## config.mk

```make
export PLATFORM = sky130hd
export DESIGN_NAME = dram_seq
export DESIGN_NICKNAME = d
export VERILOG_FILES = /design/src/rtl/dram_seq.sv
export SDC_FILE = /design/constraint.sdc
export NUM_CORES = 1
export LEC_CHECK = 0
export BUFFER_PORTS_ARGS = -buffer_cell sky130_fd_sc_hd__buf_2
export CORE_UTILIZATION = 56
export CTS_CLUSTER_DIAMETER = 40
export CTS_CLUSTER_SIZE = 25
export DETAILED_ROUTE_END_ITERATION = 8
export PLACE_DENSITY = 0.85
export SLEW_MARGIN = 20
export SYNTH_ARGS = -nofsm -noshare
export SYNTH_HDL_FRONTEND = slang
export SYNTH_SLANG_ARGS = --single-unit
```

## constraint.sdc

```tcl
create_clock -name clk -period 3.7 [get_ports clk]
set_input_delay 0.37 -clock clk [delete_from_list [all_inputs] [get_ports clk]]
set_output_delay 0.37 -clock clk [all_outputs]
set_load 0.1 [all_outputs]
```

## src/rtl/dram_seq.sv

```systemverilog
// dram_seq: DRAM cycle sequencer for one two-bank memory controller.
// Takes single-word read/write requests, sequences RAS/CAS phases, keeps a
// page open between accesses (PAGE=1) and inserts CAS-before-RAS refresh.
//
// Ports
//   clk, res           clock, synchronous active-high reset
//   req/write/bank/row request (held until ack), direction, bank, row
//   ack                one-cycle pulse on the last CAS cycle
//   busy               high whenever not IDLE
//   on[1:0]            one-hot RAS-on strobe for the opened bank
//   roffl              active-low RAS-off strobe for the open bank
//   allonl/alloffl     active-low all-bank RAS on/off strobes (refresh)
//   casl, colsel, wel  CAS, row/column address mux, write enable
module dram_seq #(
   parameter int TRCD   = 2,
   parameter int TCAS   = 2,
   parameter int TRP    = 2,
   parameter int TRAS   = 3,
   parameter int REFDIV = 256,
   parameter bit PAGE   = 1'b1
) (
   input  logic       clk,
   input  logic       res,
   input  logic       req,
   input  logic       write,
   input  logic       bank,
   input  logic [8:0] row,
   output logic       ack,
   output logic       busy,
   output logic [1:0] on,
   output logic       roffl,
   output logic       allonl,
   output logic       alloffl,
   output logic       casl,
   output logic       colsel,
   output logic       wel
);

   localparam int MAXP = (TRCD > TCAS ? TRCD : TCAS) > (TRP > TRAS ? TRP : TRAS) ?
                         (TRCD > TCAS ? TRCD : TCAS) : (TRP > TRAS ? TRP : TRAS);
   localparam int CW = $clog2(MAXP + 1);
   localparam int RW = $clog2(REFDIV);

   typedef enum logic [2:0] {IDLE, PRE, ROW, RCD, CAS, RCAS, RRAS, RPRE} state_t;
   // Where a precharge goes when it finishes.
   typedef enum logic [1:0] {PX_ROW, PX_RCAS, PX_IDLE} pre_exit_t;

   state_t         state, nxt;
   pre_exit_t      pre_exit, pre_exit_d;
   logic [CW-1:0]  cnt;
   logic [RW-1:0]  ref_cnt;
   logic           pending, page_open, open_bank, lat_write, lat_bank, accept;
   logic [8:0]     open_row, lat_row;
   logic           last, ref_tc;

   // Phase-counter load value: cycles spent in the state, minus one.
   function automatic logic [CW-1:0] ld(input state_t s);
      case (s)
         PRE, RPRE: ld = CW'(TRP - 1);
         RCD:       ld = CW'(TRCD - 1);
         CAS:       ld = CW'(TCAS - 1);
         RRAS:      ld = CW'(TRAS - 1);
         default:   ld = '0;
      endcase
   endfunction

   assign last   = (cnt == '0);
   assign ref_tc = (ref_cnt == RW'(REFDIV - 1));

   always_comb begin
      nxt        = state;
      pre_exit_d = pre_exit;
      accept     = 1'b0;
      case (state)
         IDLE: begin
            if (pending) begin
               // refresh beats a simultaneous request; req stays held
               if (page_open) begin
                  nxt        = PRE;
                  pre_exit_d = PX_RCAS;
               end else begin
                  nxt = RCAS;
               end
            end else if (req) begin
               accept = 1'b1;
               if (page_open && bank == open_bank && row == open_row) begin
                  nxt = CAS;
               end else if (page_open) begin
                  nxt        = PRE;
                  pre_exit_d = PX_ROW;
               end else begin
                  nxt = ROW;
               end
            end
         end
         PRE: if (last) begin
            case (pre_exit)
               PX_RCAS: nxt = RCAS;
               PX_IDLE: nxt = IDLE;
               default: nxt = ROW;
            endcase
         end
         ROW:  nxt = RCD;
         RCD:  if (last) nxt = CAS;
         CAS:  if (last) begin
            if (PAGE) begin
               nxt = IDLE;
            end else begin
               // closed-page mode: precharge right after the access
               nxt        = PRE;
               pre_exit_d = PX_IDLE;
            end
         end
         RCAS: nxt = RRAS;
         RRAS: if (last) nxt = RPRE;
         RPRE: if (last) nxt = IDLE;
         default: nxt = IDLE;
      endcase
   end

   always_ff @(posedge clk) begin
      if (res) begin
         state     <= IDLE;
         pre_exit  <= PX_ROW;
         cnt       <= '0;
         ref_cnt   <= '0;
         pending   <= 1'b0;
         page_open <= 1'b0;
         open_bank <= 1'b0;
         open_row  <= '0;
         lat_write <= 1'b0;
         lat_bank  <= 1'b0;
         lat_row   <= '0;
      end else begin
         state    <= nxt;
         pre_exit <= pre_exit_d;
         if (nxt != state)  cnt <= ld(nxt);
         else if (!last)    cnt <= cnt - 1'b1;

         ref_cnt <= ref_tc ? '0 : ref_cnt + 1'b1;
         // saturating: a terminal count while pending is simply absorbed
         if (ref_tc)              pending <= 1'b1;
         else if (state == RCAS)  pending <= 1'b0;

         if (accept) begin
            lat_write <= write;
            lat_bank  <= bank;
            lat_row   <= row;
         end
         if (state == ROW) begin
            page_open <= 1'b1;
            open_bank <= lat_bank;
            open_row  <= lat_row;
         end
         if (state == PRE || state == RPRE) page_open <= 1'b0;
      end
   end

   // Moore outputs; first-cycle strobes key off the freshly loaded counter.
   assign ack     = (state == CAS) && last;
   assign busy    = (state != IDLE);
   assign on      = (state == ROW) ? (lat_bank ? 2'b10 : 2'b01) : 2'b00;
   assign roffl   = !((state == PRE)  && cnt == CW'(TRP - 1));
   assign allonl  = !((state == RRAS) && cnt == CW'(TRAS - 1));
   assign alloffl = !((state == RPRE) && cnt == CW'(TRP - 1));
   assign casl    = !(state == CAS || state == RCAS || state == RRAS);
   assign colsel  = (state == CAS);
   assign wel     = !((state == CAS) && lat_write);

endmodule

```

==> results.sh <==
export IMPL_yosysTopAreaCell="dfxtp_1"
export IMPL_timing_setup_critical_path_class="reg2out"
export IMPL_drtPass1Iterations=6
export IMPL_wire_per_inst_um=12.67
export IMPL_antenna_found_initial=0
export IMPL_synthSimpleGateAreaFrac=0.2151
export IMPL_r2r_cells=8
export IMPL_die_y_um=59.84
export IMPL_synth_common_cells="38 x nor2_1, 37 x dfxtp_1, 21 x mux2i_1"
export IMPL_ant_nets=0
export IMPL_io_pins=24
export IMPL_p_leak_nw=0.8693
export IMPL_rsz0062_at_grt="false"
export IMPL_powerDensity_nw_per_um2=772.3
export IMPL_cp_max_fo=17
export IMPL_endpoint_kind="primary output"
export IMPL_finalSetupTns_ns=0
export IMPL_area_growth_pct=8.684
export IMPL_rr_endpoint="pending"
export IMPL_finalNetCount=248
export IMPL_grt_ovfl_total=0
export IMPL_vias=1501
export IMPL_gp_congestion=0.8667
export IMPL_cp_endpoint="on[1]"
export IMPL_clkTransAtPathRegs_ns=0.11
export IMPL_ir_worst_vdd_mv=0.4146
export IMPL_fin_cells=275
export IMPL_synth_xor_area_frac=0.08417
export IMPL_tightest_slew_ns=0.6648
export IMPL_cts_setup_buffers=0
export IMPL_cts_resized=0
export IMPL_cts_max_path_buffers=2
export IMPL_ys_ff_latch=37
export IMPL_drtIter0Drc=100
export IMPL_grt_max_degree=32
export IMPL_finClkSkew_ns=0.006045
export IMPL_yosysMostFrequentCell="nor2_1"
export IMPL_status="finished clean"
export IMPL_fmax_mhz=379.1
export IMPL_dpl_cell_area_um2=1981
export IMPL_synth_edf_count=0
export IMPL_clock_sinks=37
export IMPL_synthFlopType="dfxtp_1"
export IMPL_holdPathStages=3
export IMPL_synth_compound_area_frac=0.1129
export IMPL_drc=0
export IMPL_dpl_cell_count=267
export IMPL_synthAdderAreaFrac=0.02672
export IMPL_fin_util=0.6560
export IMPL_cp_start_kind="flop"
export IMPL_ctsRootBufferMaster="clkbuf_4"
export IMPL_hp_class="in2reg"
export IMPL_synth_mux_area_frac=0.1122
export IMPL_numCtsBuffers=5
export IMPL_syn_nets=231
export IMPL_finalSetupViolations=0
export IMPL_crit_start="state[2]"
export IMPL_fin_area_um2=2036
export IMPL_grt_pass1_vias=1425
export IMPL_htreeDepth=2
export IMPL_synth_area_leaders="dfxtp_1 40%, mux2i_1 11%, nor2_1 7.6%"
export IMPL_die_w_um=59.84
export IMPL_seq_area_frac_synth=0.3955
export IMPL_ys_warn_count=0
export IMPL_synth_top_cell_area_share=0.3955
export IMPL_cts_tree="done"
export IMPL_slew_headroom=0.5568
export IMPL_avgSynthCellArea_um2=8.794
export IMPL_layout_min_cycle_time_ns=2.638
export IMPL_cp_arrival_ns=2.27
export IMPL_io_buffers=23
export IMPL_synthCells=213
export IMPL_dieArea_um2=3580
export IMPL_r2r_start="cnt[0]"
export IMPL_via_per_inst=5.458
export IMPL_maxCapViolations=0
export IMPL_synth_cell_types=47
export IMPL_drt_total_wl_um=3483
export IMPL_hold_violations=0
export IMPL_post_route_period_util=0.7129
export IMPL_grt_pass1_wl_um=6051
export IMPL_core_um2=3103
export IMPL_antenna_cells=0
export IMPL_ys_async_sr_fraction=0
export IMPL_slew_violations=0
export IMPL_grt_use_total=0.2285
export IMPL_syn_area_um2=1873
export IMPL_start_util=0.6036
export IMPL_p_total_mw=1.572
export IMPL_required_ns=3.33
export IMPL_n_fill_cell=303
export IMPL_rrSetupSlack_ns=1.32
export IMPL_cts_hold_buf=0
export IMPL_rows=20
export IMPL_synth_top_family_by_area="simple AND/OR/NAND/NOR gates"
export IMPL_clk_latency_ns=0.34
export IMPL_drive_gt1_frac=0.1645
export IMPL_dpl_hpwl_um=2601
==> cell usage in the layout (no fill, tap or decap), types with 5 or more instances in the layout <==
cell	n
nand2b_1	5
buf_2	23
dfxtp_1	37
nor2_1	38
clkbuf_4	5
xnor2_1	7
nand2_1	12
mux2i_1	21
inv_1	9
xor2_1	11
==> power by group <==
part | internal, mW | switching (mW)
sequential | 0.462 | 0.0885
combinational | 0.268 | 0.549
clock | 0.0717 | 0.134
==> worst min-delay path by stage <==
stage,slack (ns),to,startpoint
2_1_floorplan,0.42,ref_cnt[0],ref_cnt[0]
3_3_place_gp,0.43,ref_cnt[0],ref_cnt[0]
3_5_place_dp,0.45,ref_cnt[0],ref_cnt[0]
4_1_cts,0.26,lat_write,write
5_1_grt,0.29,lat_write,write
6_report,0.27,lat_write,write
==> sequential cells by signal, summed over array words and instances, names as in the netlist <==
register,flops
lat_write,1
ref_cnt,8
open_row,9
cnt,2
pre_exit,1
lat_row,9
open_bank,1
page_open,1
state,3
pending,1
lat_bank,1
==> kinds of logic after synthesis <==
kind of cell	Yosys count
buf+inv	23
mux	21
compound gates	27
flops	37
fa+ha+maj	4
xor+xnor	18
simple gates	83
==> final cells by class <==
class                           count  area [um2]  area share
Clock inverter                      3       17.52    0.008605
Multi-Input combinational cell    153        1032      0.5071
Timing Repair Buffer               23       115.1     0.05655
Tap cell                           44       55.05     0.02704
Inverter                           10       37.54     0.01844
Sequential cell                    37       740.7      0.3639
Clock buffer                        5       37.54     0.01844
==> stage by stage <==
step                      worst slack [ns]  hold slack, ns
after floorplan                     0.3350          0.4175
after global placement               1.494          0.4314
after detailed placement             1.356          0.4462
after CTS                            1.061          0.2596
after global routing                0.9334          0.2885
final                                1.062          0.2684
==> routing by layer <==
| layer | wire, um | global-route usage | part of all wire |
|---|---|---|---|
| met5 | 0 | 0 | 0 |
| met3 | 109 | 0.04762 | 0.031 |
| met1 | 1660 | 0.2915 | 0.48 |
| met2 | 1661 | 0.3651 | 0.48 |
| met4 | 52 | 0.1130 | 0.015 |
==> worst max-delay path, stage by stage (launching register included) <==
cell,delay [ns]
dfxtp_1,0.50
inv_1,0.20
and3_1,0.61
and2_1,0.21
buf_2,0.42
Power figures use the tool's default switching activity.
